<file path="src/rtl/psum_pkg.sv">
// Shared widths, accumulator type and a constant clog2 helper for the psum accumulator.
package psum_pkg;

    localparam int unsigned DATA_IN_W = 16;
    localparam int unsigned ACC_W     = 24;
    localparam int unsigned OUT_W     = 16;
    localparam int unsigned CNT_W     = 8;

    typedef logic [ACC_W-1:0] acc_t;

    function automatic int unsigned clog2(input int unsigned v);
        int unsigned r;
        int unsigned x;
        r = 0;
        x = (v > 1) ? v - 1 : 0;
        while (x > 0) begin
            r = r + 1;
            x = x >> 1;
        end
        return r;
    endfunction

endpackage

</file>
<file path="src/rtl/psum_fifo.sv">
// Small synchronous FIFO with registered head, flags and occupancy; depth must be a power of two.
module psum_fifo
    import psum_pkg::*;
#(
    parameter  int unsigned Width = 16,
    parameter  int unsigned Depth = 2,
    localparam int unsigned CntW  = clog2(Depth + 1)
) (
    input  logic             clk,
    input  logic             reset,
    input  logic             push,
    input  logic             pop,
    input  logic [Width-1:0] din,
    output logic [Width-1:0] dout,
    output logic             full,
    output logic             empty,
    output logic [CntW-1:0]  count
);

    localparam int unsigned PtrW = clog2(Depth);

    logic [Width-1:0] mem_q [Depth];
    logic [Width-1:0] mem_d [Depth];
    logic [PtrW-1:0]  wr_ptr_q, wr_ptr_d;
    logic [PtrW-1:0]  rd_ptr_q, rd_ptr_d;
    logic [CntW-1:0]  count_q, count_d;
    logic             full_q, full_d;
    logic             empty_q, empty_d;
    logic [Width-1:0] dout_q, dout_d;
    logic             do_push, do_pop;

    always_comb begin
        do_push  = push & ~full_q;
        do_pop   = pop & ~empty_q;
        mem_d    = mem_q;
        wr_ptr_d = wr_ptr_q;
        rd_ptr_d = rd_ptr_q;
        if (do_push) begin
            mem_d[wr_ptr_q] = din;
            wr_ptr_d        = wr_ptr_q + PtrW'(1);
        end
        if (do_pop) begin
            rd_ptr_d = rd_ptr_q + PtrW'(1);
        end
        count_d = count_q + CntW'(do_push) - CntW'(do_pop);
        full_d  = (count_d == CntW'(Depth));
        empty_d = (count_d == '0);
        // Head is re-registered so it already reflects a write into an empty FIFO.
        dout_d  = mem_d[rd_ptr_d];
    end

    always_ff @(posedge clk or negedge reset) begin
        if (!reset) begin
            for (int i = 0; i < int'(Depth); i++) begin
                mem_q[i] <= '0;
            end
            wr_ptr_q <= '0;
            rd_ptr_q <= '0;
            count_q  <= '0;
            full_q   <= 1'b0;
            empty_q  <= 1'b1;
            dout_q   <= '0;
        end else begin
            mem_q    <= mem_d;
            wr_ptr_q <= wr_ptr_d;
            rd_ptr_q <= rd_ptr_d;
            count_q  <= count_d;
            full_q   <= full_d;
            empty_q  <= empty_d;
            dout_q   <= dout_d;
        end
    end

    assign dout  = dout_q;
    assign full  = full_q;
    assign empty = empty_q;
    assign count = count_q;

endmodule

</file>
<file path="src/rtl/psum_accumulator.sv">
// Accumulates AccLen non-bubble MAC partial sums per output word and queues results for writeback.
// Define PSUM_SAT_EN to saturate oversized results and expose the sticky SatFlag output.
module psum_accumulator
    import psum_pkg::*;
#(
    parameter int unsigned DataInWidth = DATA_IN_W,
    parameter int unsigned AccWidth    = ACC_W,
    parameter int unsigned OutWidth    = OUT_W,
    parameter int unsigned AccLen      = 9,
    parameter int unsigned FifoDepth   = 2
) (
    input  logic                   clk,
    input  logic                   reset,
    input  logic                   NOPIn,
    input  logic [DataInWidth-1:0] DataIn,
    input  logic                   Flush,
    output logic                   InReady,
    output logic                   OutValid,
    input  logic                   OutReady,
    output logic [OutWidth-1:0]    OutData,
    output logic [CNT_W-1:0]       TermCnt
`ifdef PSUM_SAT_EN
    ,
    output logic                   SatFlag
`endif
);

    localparam int unsigned FifoCntW = clog2(FifoDepth + 1);

    logic [AccWidth-1:0] acc_q, acc_d;
    logic [CNT_W-1:0]    term_cnt_q, term_cnt_d;
    logic [AccWidth-1:0] sum;
    logic [AccWidth-1:0] push_val;
    logic [OutWidth-1:0] push_data;
    logic                in_ready;
    logic                accept;
    logic                complete;
    logic                flush_ok;
    logic                push;

    logic                fifo_full;
    logic                fifo_empty;
    logic [FifoCntW-1:0] fifo_count;
    logic [OutWidth-1:0] fifo_dout;

    // Group accumulation, natural completion and early flush.
    always_comb begin
        in_ready   = ~fifo_full;
        accept     = in_ready & ~NOPIn;
        sum        = (term_cnt_q == '0) ? AccWidth'(DataIn) : acc_q + AccWidth'(DataIn);
        complete   = accept && (term_cnt_q == CNT_W'(AccLen - 1));
        flush_ok   = Flush & in_ready;
        push       = complete | (flush_ok & (accept | (term_cnt_q != '0)));
        push_val   = accept ? sum : acc_q;
        acc_d      = acc_q;
        term_cnt_d = term_cnt_q;
        if (push) begin
            acc_d      = '0;
            term_cnt_d = '0;
        end else if (accept) begin
            acc_d      = sum;
            term_cnt_d = term_cnt_q + CNT_W'(1);
        end
    end

`ifdef PSUM_SAT_EN
    logic sat_q, sat_d;
    logic overflow;

    always_comb begin
        overflow  = (push_val[AccWidth-1:OutWidth] != '0);
        push_data = overflow ? '1 : OutWidth'(push_val);
        sat_d     = sat_q | (push & overflow);
    end

    always_ff @(posedge clk or negedge reset) begin
        if (!reset) begin
            sat_q <= 1'b0;
        end else begin
            sat_q <= sat_d;
        end
    end

    assign SatFlag = sat_q;
`else
    always_comb begin
        push_data = OutWidth'(push_val);
    end
`endif

    always_ff @(posedge clk or negedge reset) begin
        if (!reset) begin
            acc_q      <= '0;
            term_cnt_q <= '0;
        end else begin
            acc_q      <= acc_d;
            term_cnt_q <= term_cnt_d;
        end
    end

    psum_fifo #(
        .Width (OutWidth),
        .Depth (FifoDepth)
    ) u_fifo (
        .clk   (clk),
        .reset (reset),
        .push  (push),
        .pop   (OutReady & ~fifo_empty),
        .din   (push_data),
        .dout  (fifo_dout),
        .full  (fifo_full),
        .empty (fifo_empty),
        .count (fifo_count)
    );

    // Full flag and occupancy must never disagree.
    assert property (@(posedge clk) disable iff (!reset)
        fifo_full == (fifo_count == FifoCntW'(FifoDepth)));

    assign InReady  = in_ready;
    assign OutValid = ~fifo_empty;
    assign OutData  = fifo_dout;
    assign TermCnt  = term_cnt_q;

endmodule

</file>
<file path="config.mk">
export PLATFORM = sky130hd
export DESIGN_NAME = psum_accumulator
export DESIGN_NICKNAME = d
export VERILOG_FILES = /design/src/rtl/psum_pkg.sv /design/src/rtl/psum_fifo.sv /design/src/rtl/psum_accumulator.sv
export SDC_FILE = /design/constraint.sdc
export NUM_CORES = 1
export LEC_CHECK = 0
export CAP_MARGIN = 0
export CORE_ASPECT_RATIO = 1.75
export CORE_UTILIZATION = 60
export DETAILED_ROUTE_END_ITERATION = 8
export PLACE_DENSITY = 0.87
export SYNTH_ARGS = -nofsm -noshare
export SYNTH_HDL_FRONTEND = slang
export SYNTH_SLANG_ARGS = --single-unit
</file>
<file path="constraint.sdc">
create_clock -name clk -period 7.5 [get_ports clk]
set_input_delay 1.875 -clock clk [delete_from_list [all_inputs] [get_ports clk]]
set_output_delay 1.875 -clock clk [all_outputs]
set_load 0.05 [all_outputs]
</file>
==> results of run 1 <==
## through the flow
| step | worst slack [ns] | cell area (µm²) | hold WS (ns) | util [%] |
|---|---|---|---|---|
| 6_report | 2.506 | 5368 | 0.4849 | 73.17 |
| 3_3_place_gp | 2.510 | 5044 | 0.4623 | 68.75 |
| 5_1_grt | 2.431 | 5368 | 0.5055 | 73.17 |
| 3_5_place_dp | 2.379 | 5044 | 0.4708 | 68.75 |
| 2_1_floorplan | 3.278 | 4604 | 0.4398 | - |
| 4_1_cts | 2.671 | 5368 | 0.4865 | 73.17 |
## worst paths after layout
path                            slack (ns)                         end  depth (start not counted)                      start
worst max-delay path                  2.51   u_fifo.dout[10]$_DFF_PN0_                         11                  DataIn[0]
worst min-delay path                  0.48   u_fifo.mem_q[2]$_DFF_PN0_                          2  u_fifo.mem_q[2]$_DFF_PN0_
worst max register to register        3.77   u_fifo.dout[14]$_DFF_PN0_                          9     TermCnt[4]$_DFFE_PN0P_
worst min register to register        0.48   u_fifo.mem_q[2]$_DFF_PN0_                          2  u_fifo.mem_q[2]$_DFF_PN0_
max in group asynchronous             5.18  u_fifo.mem_q[11]$_DFF_PN0_                          1                      reset
min in group asynchronous             1.67  u_fifo.mem_q[16]$_DFF_PN0_                          1                      reset
## power groups by stage
stage / Sequential, mW / Clock (mW) / Combinational [mW]
floorplan: 0.835 / 0 / 1.01
global placement: 0.721 / 0 / 1.43
detailed placement: 0.730 / 0 / 1.48
CTS: 0.725 / 0.475 / 1.50
global route: 0.746 / 0.493 / 1.66
finish: 0.730 / 0.470 / 1.52
## metal layers
metal	GRT usage [%]	routed length, µm	vias up
li1	-	-	1945
met1	40.42	4614	2011
met2	48.96	6039	181
met3	6.880	669	34
met4	15.89	398	0
met5	0	0	-
## state kept, by name, summed over array words and instances, names as in the netlist
register	count
TermCnt	8
u_fifo.count	2
u_fifo.wr_ptr_q	1
u_fifo.mem_q	32
acc_q	16
u_fifo.dout	16
u_fifo.empty	1
u_fifo.full	1
u_fifo.rd_ptr_q	1
## critical path: stages
cell	delay, ns
clkdlybuf4s50_1	0.45
ha_1	0.28
fa_1	0.42
a21o_1	0.18
a21o_2	0.23
a211oi_1	0.57
o21a_2	0.29
mux2i_1	0.22
o211ai_1	0.22
a211o_1	0.34
a32oi_1	0.16
## final cells by class
| class | instances | area (µm²) | area share (%) |
|---|---|---|---|
| clock buffers | 10 | 239.0 | 4.452 |
| clock inverters | 6 | 85.08 | 1.585 |
| inverters | 14 | 52.55 | 0.9790 |
| multi-input cells | 405 | 2450 | 45.64 |
| flip-flops and latches | 78 | 1953 | 36.39 |
| well taps | 86 | 107.6 | 2.005 |
| repair buffers | 49 | 480.5 | 8.951 |
## Yosys cell counts, types with 8 or more instances
| cell type | number |
|---|---|
| a211oi_1 | 15 |
| nor3_1 | 9 |
| ha_1 | 19 |
| a21oi_1 | 27 |
| nor2_1 | 75 |
| a21o_1 | 8 |
| nand2_1 | 72 |
| nand3_1 | 8 |
| clkbuf_1 | 13 |
| dfrtp_1 | 77 |
| inv_1 | 12 |
| o21ai_0 | 50 |
| xor2_1 | 8 |
## cells by family after synthesis
family | after synthesis | synth area share, %
compound gates | 161 | 23.59
xor+xnor | 15 | 2.853
fa+ha+maj | 20 | 5.598
buf+inv | 44 | 4.592
flops | 78 | 42.42
mux | 7 | 1.576
simple gates | 202 | 19.38
==> impl_metrics.toml, run 1 <==
[synthesis]
synthFlopType = "dfrtp_1"
syn-cell-area_um2 = 4604
synth_cell_types = 67
syn_inst = 527
synth_area_leaders = "dfrtp_1 42%, nor2_1 6.1%, nand2_1 5.9%, o21ai_0 5.4%, ha_1 5.2%"
synth_top_area_share_pct = 41.85
synth_area_leader_cell = "dfrtp_1"
ys_warn_count = 0
ys_seq_area_share_pct = 42.42
synth_edf_count = 0
synth_area_per_cell_um2 = 8.737
synth-seq-cells = 78
syn_nets = 568
async_flop_share_pct = 100.0

[route]
ant_nets = 0
dr.pass1.iters = 5
viasPerCell = 6.437
vias = 4171
wirelength_um = 11720
post-route-drc-count = 0
wire_per_inst_um = 18.09
initialDrtViolationCount = 312

[cts]
cts_setup_buffers = 0
clock-root-buffer = "clkbuf_16"
insertion_delay_ns = 0.34
numCtsBuffers = 9
clock-sinks = 78
cts.path.max_buffers = 2
h-tree-depth = 3
path_clk_slew_ns = 0.06
cts-resized-gates = 0
holdBufCountCts = 0
cts_tree = "yes"

[power_and_ir_drop]
power.density_nw_per_um2 = 507.2
p_switching_mw = 1.289
clkPwrFrac_pct = 17.3
ir_drop_v = 0.0003095
p_int_mw = 1.433
p_leak_nw = 2.416
p_sw_share_pct = 47.36
power_frac_comb_pct = 55.9
pwr-share-seq_pct = 26.8
power_mw = 2.722

[global_route]
grt_usage_pct = 31.60
grt_pass1_wl_um = 19150
grt_max_degree = 79
first_global_vias = 3966
antenna_found_initial = 0
grt_overflow = 0

[cells_and_area]
layout_common_cells = "77 x dfrtp_1, 74 x nor2_1, 72 x nand2_1"
fin_nets = 598
final_cells = 648
syn2layout_area_growth_pct = 16.58
antenna_cells = 0
mostFrequentLayoutCell = "dfrtp_1"
nFillCells = 540
drive_gt1_share_pct = 6.940

[sta]
clock.fmax_mhz = 200.2
setup_viol = 0
fin_worst_skew_ns = 0.007019
rsz0062_at_grt = "no"
hold_viol_final = 0
period_share_pct = 66.59
period_needed_ns = 4.994
tns_ns = 0
slew_headroom_pct = 27.22
tightestPinTransition_ns = 1.088
maxSlewViolCount = 0

[die]
dieHeight_um = 117.9
rows = 41
start_util_pct = 62.77
die_w_um = 68.22
pin_count = 47
dieArea_um2 = 8042
core_um2 = 7336

[setup_path]
cp.required_ns = 7.76
crit_path_start_kind = "primary input"
worst_setup_path_end_kind = "flip-flop"
arrival_ns = 5.25
crit_fanout = 5
worstSetupPathType = "primary input to flip-flop"

[placement]
placed_cells = 632
port_buffers = 46
globalplace.congestion = 0.8316
dpl.hpwl_um = 7793

[run]
drv_cap = 0

[status]
status = "finished clean"

[hold_path]
hp-class = "flip-flop to flip-flop"
No activity file was read; power rests on OpenSTA's default activity.
==> inputs of run 2 (changes only) <==
- CORE_UTILIZATION: 60 -> 52
- PLACE_DENSITY: 0.87 -> 0.8
- clock period: 7.5 -> 4.5 ns (I/O delays scaled with it)
==> run 2 against run 1 <==
  * Non-clock buffer count grew 8
  * Combinational power is 72% higher
  * Clock power is 80% higher
  * Die area rose by 15%
  * Global-route usage is 4.8 points lower
  * Sequential power up 60%
  * Cell area grew 2.3%
  * Sequential share of layout area down 0.82 points
  * Routed wire length is 1.3% lower
  * Critical path depth unchanged
  * Count of clock-buffer cells in the layout is 1 higher
  * Core utilization fell by 9.4 points
  * Largest power group unchanged
  * Highest routed layer unchanged
==> impl_metrics.toml, run 2 (same netlist as run 1, synthesis figures left out) <==
[sta]
tns_ns = 0
clock.fmax_mhz = 254.9
tightestPinTransition_ns = 0.9869
hold_viol_final = 0
setup_viol = 0
period_share_pct = 87.19
rsz0062_at_grt = "no"
fin_worst_skew_ns = 0.005974
slew_headroom_pct = 34.05
maxSlewViolCount = 0
period_needed_ns = 3.923
hold_slack_ns = 0.4853

[setup_path]
reg2reg_depth = 10
crit_path_start_kind = "primary input"
worstSetupEndpoint = "u_fifo.dout[10]$_DFF_PN0_"
ff2ff_setup_slack_ns = 1.40
critPathLaunch = "DataIn[0]"
rr_endpoint = "u_fifo.mem_q[30]$_DFF_PN0_"
r2r-start = "TermCnt[0]$_DFFE_PN0P_"
worstSetupPathType = "primary input to flip-flop"
crit_fanout = 5
arrival_ns = 4.17
worst_setup_path_end_kind = "flip-flop"
cp.required_ns = 4.75

[status]
status = "finished clean"

[cts]
clock-root-buffer = "clkbuf_16"
cts_tree = "yes"
holdBufCountCts = 0
cts-resized-gates = 0
cts_setup_buffers = 0
path_clk_slew_ns = 0.06
insertion_delay_ns = 0.34
h-tree-depth = 3
numCtsBuffers = 9
clock-sinks = 78
cts.path.max_buffers = 2

[power_and_ir_drop]
ir_drop_v = 0.0003660
p_leak_nw = 2.466
power.density_nw_per_um2 = 843.4

[global_route]
grt_max_degree = 79
grt_overflow = 0
antenna_found_initial = 0
grt_pass1_wl_um = 18870
first_global_vias = 3976
grt_usage_pct = 26.77

[cells_and_area]
mostFrequentLayoutCell = "dfrtp_1"
regMostFlops = "u_fifo.mem_q"
layout_common_cells = "77 x dfrtp_1, 74 x nor2_1, 72 x nand2_1"
largest_reg_flops = 32
antenna_cells = 0
fin_nets = 606
drive_gt1_share_pct = 8.070
syn2layout_area_growth_pct = 19.27

[route]
wire_per_inst_um = 16.83
wirelength_um = 11570
viasPerCell = 5.988
vias = 4114
post-route-drc-count = 0
initialDrtViolationCount = 344
dr.pass1.iters = 5
ant_nets = 0

[run]
drv_cap = 0

[placement]
dpl.hpwl_um = 7882
port_buffers = 46
globalplace.congestion = 0.8946

[die]
dieHeight_um = 126.5
dieArea_um2 = 9249
core_um2 = 8615
rows = 45
die_w_um = 73.13
pin_count = 47
start_util_pct = 53.45

[hold_path]
min_from = "u_fifo.mem_q[3]$_DFF_PN0_"
hp-class = "flip-flop to flip-flop"
min_path_cells = 2
run 2: cell count changes in the layout (fill, tap and decap cells not counted):
cell	before	now
clkinvlp_4	2	1
clkbuf_1	0	1
bufinv_16	2	3
clkinv_2	2	0
clkinv_4	0	1
buf_4	4	12
run 2: cell type report:
class                      count  area [µm²]
fill                         699        3123
tap                          117       146.4
inverter                      14       52.55
clock inverter                 5       106.4
timing repair buffer          57       540.5
multi-input combinational    405        2450
clock buffer                  11       242.7
sequential                    78        1953
run 2: worst max-delay path: stages:
cell	delay, ns
clkdlybuf4s50_1	0.44
ha_1	0.26
fa_1	0.42
a21o_1	0.18
a21o_2	0.23
a211oi_1	0.40
o21a_2	0.24
mux2i_1	0.19
o211ai_1	0.19
a211o_1	0.33
a32oi_1	0.17
run 2: per-stage QoR:
stage | cells | total power, mW | setup slack, ns | utilization [%] | cell area (µm²)
3_5_place_dp | 671 | 3.737 | 0.2662 | 59.70 | 5142
4_1_cts | 687 | 4.616 | 0.6189 | 63.75 | 5492
5_1_grt | 687 | 4.945 | 0.4304 | 63.75 | 5492
6_report | 687 | 4.631 | 0.5767 | 63.75 | 5492
2_1_floorplan | 527 | 3.082 | 1.028 | - | 4604
3_3_place_gp | 671 | 3.631 | 0.3919 | 59.70 | 5142
run 2: how the worst min path moves through the flow:
stage                                       endpoint  slack [ns]
after global placement     u_fifo.mem_q[0]$_DFF_PN0_        0.46
final                      u_fifo.mem_q[3]$_DFF_PN0_        0.49
after floorplan           u_fifo.mem_q[14]$_DFF_PN0_        0.44
after global routing       u_fifo.mem_q[1]$_DFF_PN0_        0.51
after detailed placement  u_fifo.mem_q[20]$_DFF_PN0_        0.47
after CTS                 u_fifo.mem_q[20]$_DFF_PN0_        0.49
run 2: layer usage:
| layer | vias to the layer above | track usage, % | wire length, µm |
|---|---|---|---|
| li1 | 1960 | - | - |
| met1 | 1978 | 32.83 | 4670 |
| met2 | 132 | 44.12 | 5938 |
| met3 | 44 | 3.495 | 564 |
| met4 | 0 | 15.80 | 391 |
| met5 | - | 0 | 0 |
run 2: report_power, final:
part / internal, mW / switching [mW] / leakage, nW
clock network: 0.558 / 0.289 / 0.166
registers: 1.01 / 0.165 / 0.998
logic: 0.923 / 1.69 / 1.30
total: 2.49 / 2.14 / 2.47
==> inputs of run 3 (changes only) <==
--- a/config.mk
+++ b/config.mk
@@ -9,4 +9,5 @@
 export CORE_ASPECT_RATIO = 1.75
 export CORE_UTILIZATION = 52
+export CTS_CLUSTER_SIZE = 28
 export DETAILED_ROUTE_END_ITERATION = 8
 export PLACE_DENSITY = 0.8
==> constraint.sdc (replaced) <==
create_clock -name clk -period 4.5 [get_ports clk]
set_input_delay 0.9 -clock clk [delete_from_list [all_inputs] [get_ports clk]]
set_output_delay 0.9 -clock clk [all_outputs]
set_load 0.05 [all_outputs]
==> run 3 against run 2 <==
  * Critical path type unchanged
  * Cell area fell by 0.30%
  * Register-to-register slack better by 0.04 ns
  * Combinational power about the same
  * Global-route usage is 1.3 points higher
  * Critical endpoint is now u_fifo.dout[14]$_DFF_PN0_
  * Sequential share of layout area increased by 0.11 points
  * First-iteration DRC count grew 24%
  * Routed wire length is 5.0% higher
  * Clock skew fell by 0.0013 ns
  * Non-clock buffer count did not move
==> impl_metrics.toml, run 3 (same netlist as run 1, synthesis figures left out) <==
[status]
status = "finished clean"

[setup_path]
worst_setup_path_end_kind = "flip-flop"
r2r-start = "TermCnt[0]$_DFFE_PN0P_"
crit_path_start_kind = "primary input"
reg2reg_depth = 12
worstSetupPathType = "primary input to flip-flop"
cp_top_family = "compound AO/OA/AOI/OAI gates"
critPathLaunch = "DataIn[0]"
crit_fanout = 4
worstSetupEndpoint = "u_fifo.dout[14]$_DFF_PN0_"
ff2ff_setup_slack_ns = 1.44
rr_endpoint = "u_fifo.dout[9]$_DFF_PN0_"
cp.required_ns = 4.69
arrival_ns = 3.82
worstPathCellList = "clkdlybuf4s50_1, ha_1, fa_1, a21o_1, a21o_2, a211oi_1, o2111ai_1, o211ai_1, mux2i_1, nor3_1, a32oi_1"
worst-path-buf-inv = 1
path_depth = 11
cpPeakStageDelay_ns = 0.42
cp_slowest_cell = "clkdlybuf4s50_1"

[cells_and_area]
regMostFlops = "u_fifo.mem_q"
syn2layout_area_growth_pct = 18.91
antenna_cells = 0
drive_gt1_share_pct = 8.246
nFillCells = 708
fin_nets = 606
mostFrequentLayoutCell = "dfrtp_1"
layout_common_cells = "77 x dfrtp_1, 74 x nor2_1, 72 x nand2_1"
largest_reg_flops = 32

[route]
initialDrtViolationCount = 425
dr.pass1.iters = 6
vias = 4248
ant_nets = 0
viasPerCell = 6.183
wirelength_um = 12140
post-route-drc-count = 0
wire_per_inst_um = 17.67

[sta]
tightestPinTransition_ns = 0.9786
period_needed_ns = 3.632
slew_headroom_pct = 34.76
clock.fmax_mhz = 275.3
setup_viol = 0
fin_worst_skew_ns = 0.004724
rsz0062_at_grt = "no"
tns_ns = 0
period_share_pct = 80.72
hold_viol_final = 0
maxSlewViolCount = 0

[cts]
cts_setup_buffers = 0
clock-root-buffer = "clkbuf_16"
numCtsBuffers = 9
path_clk_slew_ns = 0.06
holdBufCountCts = 0
insertion_delay_ns = 0.33
cts-resized-gates = 0
clock-sinks = 78
cts.path.max_buffers = 2
cts_tree = "yes"
h-tree-depth = 3

[power_and_ir_drop]
power_mw = 4.623
p_leak_nw = 2.459
power.density_nw_per_um2 = 844.4
ir_drop_v = 0.0004531

[die]
start_util_pct = 53.45
rows = 45
pin_count = 47
dieArea_um2 = 9249
core_um2 = 8615
dieHeight_um = 126.5
die_w_um = 73.13

[hold_path]
hp-class = "flip-flop to flip-flop"
min_from = "u_fifo.mem_q[21]$_DFF_PN0_"

[global_route]
antenna_found_initial = 0
grt_pass1_wl_um = 20330
grt_overflow = 0
grt_max_degree = 79
first_global_vias = 4342
grt_usage_pct = 28.06

[run]
drv_cap = 0

[placement]
port_buffers = 46
dpl.hpwl_um = 8216
globalplace.congestion = 0.9174
==> run 3: cell count changes in the layout (fill, tap and decap cells not counted), sizes merged <==
cell / previous run / this run
clkinv: 2 / 3
bufinv: 3 / 2
clkbuf: 11 / 10
inv: 13 / 14
==> run 3: layout make-up <==
type | count | area, µm² | area share (%)
timing repair buffer | 57 | 540.5 | 9.872
sequential | 78 | 1953 | 35.67
tap | 117 | 146.4 | 2.674
multi-input combinational | 405 | 2450 | 44.74
inverter | 14 | 52.55 | 0.9598
clock inverter | 6 | 93.84 | 1.714
clock buffer | 10 | 239.0 | 4.365
==> run 3: worst min-delay path by stage <==
stage	end	slack, ns	cells after the start
2_1_floorplan	u_fifo.mem_q[14]$_DFF_PN0_	0.44	2
3_3_place_gp	u_fifo.mem_q[14]$_DFF_PN0_	0.46	2
3_5_place_dp	u_fifo.mem_q[14]$_DFF_PN0_	0.47	2
4_1_cts	u_fifo.mem_q[21]$_DFF_PN0_	0.48	2
5_1_grt	u_fifo.mem_q[1]$_DFF_PN0_	0.51	2
6_report	u_fifo.mem_q[21]$_DFF_PN0_	0.49	2
==> run 3: per-stage QoR <==
step                      hold WS (ns)  setup slack [ns]  std cells  instance area, µm²  utilization [%]
after floorplan                 0.4398             1.253        527                4604                -
after global placement          0.4607            0.6236        671                5142            59.70
after detailed placement        0.4712            0.5513        671                5142            59.70
after CTS                       0.4847            0.9018        687                5475            63.56
after global routing            0.5051            0.7325        687                5475            63.56
final                           0.4882            0.8678        687                5475            63.56
==> run 3: power breakdown <==
part	switching (mW)	internal [mW]
sequential	0.175	1.01
combinational	1.72	0.923
clock	0.296	0.505
==> run 3: routing by layer <==
layer	wire [µm]	GRT usage (%)	up-vias	part of all wire, %
met5	0	0	-	0
li1	-	-	1962	-
met2	6222	46.79	198	51
met4	365	13.26	0	3.0
met1	4793	34.78	2051	39
met3	757	4.527	37	6.2
==> run 3: worst reg2reg max path, delay by kind of cell (launching register included) <==
kind	cells	cell delay [ns]
buffers and inverters	4	0.92
AOI/OAI and AO/OA	3	0.68
and+or+nand+nor	4	0.67
DFF	1	0.47
adders and majority gates	1	0.18
==> patch, RTL diff (settings of run 2) <==
The option `PSUM_SAT_EN` is turned on by a define.
--- a/src/rtl/psum_accumulator.sv
+++ b/src/rtl/psum_accumulator.sv
@@ -1,5 +1,7 @@
 // Accumulates AccLen non-bubble MAC partial sums per output word and queues results for writeback.
 // Define PSUM_SAT_EN to saturate oversized results and expose the sticky SatFlag output.
+`define PSUM_SAT_EN
+
 module psum_accumulator
     import psum_pkg::*;
 #(
Check against the original RTL (old outputs only; new: SatFlag): not equivalent (a bounded check fails within 4 cycles, from zero or initial values and one cycle with reset low).
==> patch against run 2 <==
- sequential cell count up 9
- critical path depth up 3
- sequential power up 13%
- via count up 4.3%
- non-clock buffer count up 12
- clock power down 4.7%
- synthesized area up 11%
- hold slack better by 0.032 ns
- design area up 9.4%
- sequential share of layout area up 0.70 points
- power up 3.7%
- worst setup slack worse by 0.29 ns
- routed wire length up 11%
- cell count up 5.1%
==> patch: results (changes against run 2) <==
set qor(grt_use_met3) 0.0462 ;# was 0.0349
set qor(grt_pass1_vias) 4374 ;# was 3976
set qor(vias_per_cell) 5.94 ;# was 5.99
set qor(avgSynthCellArea_um2) 9.38 ;# was 8.74 µm²
set qor(global_route_wire_length_before_repair_um) 21200 ;# was 18900 µm
set qor(route.detailed.wl_per_inst_um) 17.8 ;# was 16.8 µm
set qor(fin_worst_skew_ns) 0.00911 ;# was 0.00597 ns
set qor(post_synthesis_sequential_area_ratio) 0.428 ;# was 0.424
set qor(detail_route.iter0.violations) 284 ;# was 344
set qor(postSynth.asyncResetShare) 1.00 ;# unchanged
set qor(synth.net_count) 585 ;# was 568
set qor(grt_max_degree) 65 ;# was 79
set qor(dpl_worst_slack_ns) -0.0672 ;# was 0.266 ns
set qor(largest_register_ffs) 32 ;# unchanged
set qor(buffer_ports.inserted) 47 ;# was 46
set qor(cts_made_buffers) 9 ;# unchanged
set qor(p_leak_uw) 0.00254 ;# was 0.00247 µW
set qor(sw_frac_of_total) 0.460 ;# was 0.463
set qor(post_synth_num_cell_types) 68 ;# was 67
set qor(instances_no_fill) 722 ;# was 687
set qor(ys_top_cells_by_count) {sky130_fd_sc_hd__dfrtp_1 (86), sky130_fd_sc_hd__nor2_1 (77), sky130_fd_sc_hd__nand2_1 (70), sky130_fd_sc_hd__a21oi_1 (59), sky130_fd_sc_hd__o21ai_0 (28)} ;# was sky130_fd_sc_hd__dfrtp_1 (77), sky130_fd_sc_hd__nor2_1 (75), sky130_fd_sc_hd__nand2_1 (72), sky130_fd_sc_hd__o21ai_0 (50), sky130_fd_sc_hd__a21oi_1 (27)
set qor(gpl.final_weighted_congestion) 0.923 ;# was 0.895
set qor(path_max_fanout) 10 ;# was 5
set qor(post_synth_main_area_contributors) {sky130_fd_sc_hd__dfrtp_1 (42%), sky130_fd_sc_hd__a21oi_1 (5.8%), sky130_fd_sc_hd__nor2_1 (5.7%)} ;# was sky130_fd_sc_hd__dfrtp_1 (42%), sky130_fd_sc_hd__nor2_1 (6.1%), sky130_fd_sc_hd__nand2_1 (5.9%)
set qor(postPlaceCellArea_mm2) 0.00569 ;# was 0.00514 mm²
set qor(critical_path.top_delay_family) {compound AO/OA/AOI/OAI gates} ;# unchanged
set qor(post_route_cells_drive_above_1_share) 0.110 ;# was 0.0807
set qor(run_status) {finished, final reports clean} ;# unchanged
set qor(grt_use_total) 0.267 ;# was 0.268
set qor(max_slew_margin) 0.464 ;# was 0.340
set qor(place_inst) 706 ;# was 671
set qor(post-dp-hpwl_um) 9310 ;# was 7880 µm
set qor(htreeDepth) 3 ;# unchanged
set qor(vdd_ir_drop_max_uv) 598 ;# was 366 µV
set qor(hold_start) {u_fifo.mem_q[10]} ;# was u_fifo.mem_q[3]
set qor(global_route.usage.met1) 0.307 ;# was 0.328
set qor(critPathMaxStageDelay_ns) 0.49 ;# was 0.44 ns
set qor(globalRouteMet2Util) 0.464 ;# was 0.441
set qor(critical_path.reg2reg.startpoint) {acc_q[0]} ;# was TermCnt[0]
==> patch: changes by cell type after synthesis, sizes merged, moves of 4 or more <==
| cell | delta |
|---|---|
| a2111oi | +5 |
| a211oi | -13 |
| a21o | -5 |
| a21oi | +33 |
| a32oi | +11 |
| dfrtp | +9 |
| nand3b | -4 |
| nor4 | -4 |
| o211ai | +4 |
| o21ai | -22 |
| o311ai | -5 |
| xnor2 | +6 |
| xor2 | +8 |
==> patch: worst paths after layout <==
check	cells after the start	slack, ns	end
max	14	0.29	u_fifo.dout[13]
max in group asynchronous	2	2.79	u_fifo.mem_q[6]
min in group asynchronous	1	0.87	u_fifo.dout[2]
min reg2reg	2	0.52	u_fifo.mem_q[10]
min	2	0.52	u_fifo.mem_q[10]
max reg2reg	13	1.20	u_fifo.dout[13]
==> patch: final cells by class <==
class	instances	area [µm²]
Timing Repair Buffer	69	658
Fill cell	788	3460
Inverter	13	48.8
Clock inverter	6	90.1
Tap cell	122	153
Clock buffer	10	229
Sequential cell	87	2180
Multi-Input combinational cell	415	2650
==> patch: cell families (layout without fill, tap and decap cells) <==
| group | after synthesis | count (layout) | synth area share |
|---|---|---|---|
| compound gates | 156 | 156 | 0.217 |
| xor+xnor | 29 | 29 | 0.0499 |
| fa+ha+maj | 21 | 21 | 0.0531 |
| buf+inv | 41 | 98 | 0.0518 |
| flops | 87 | 87 | 0.428 |
| mux | 4 | 4 | 0.00811 |
| simple gates | 205 | 205 | 0.193 |
==> patch: per-layer routing <==
layer | part of all wire | routed length (µm)
met1 | 0.39 | 5050
met2 | 0.52 | 6680
met3 | 0.040 | 509
met4 | 0.045 | 575
met5 | 0 | 0
==> patch: tightest hold or removal path, delay by kind of cell (launching register included) <==
| kind | cells | cell delay (ns) |
|---|---|---|
| DFF | 1 | 0.34 |
| AOI/OAI and AO/OA | 1 | 0.08 |
| and+or+nand+nor | 1 | 0.05 |
==> patch: power groups by stage <==
| stage | sequential (µW) | clock [µW] | combinational (µW) |
|---|---|---|---|
| after floorplan | 1580 | 0 | 1650 |
| after global placement | 1310 | 0 | 2550 |
| after detailed placement | 1320 | 0 | 2640 |
| after CTS | 1310 | 818 | 2660 |
| after global routing | 1350 | 850 | 2920 |
| final | 1320 | 807 | 2670 |
==> patch: through the flow <==
| step | power (µW) | utilization |
|---|---|---|
| floorplan | 3230 | - |
| global placement | 3860 | 0.601 |
| detailed placement | 3960 | 0.601 |
| CTS | 4790 | 0.634 |
| global route | 5120 | 0.634 |
| finish | 4800 | 0.634 |
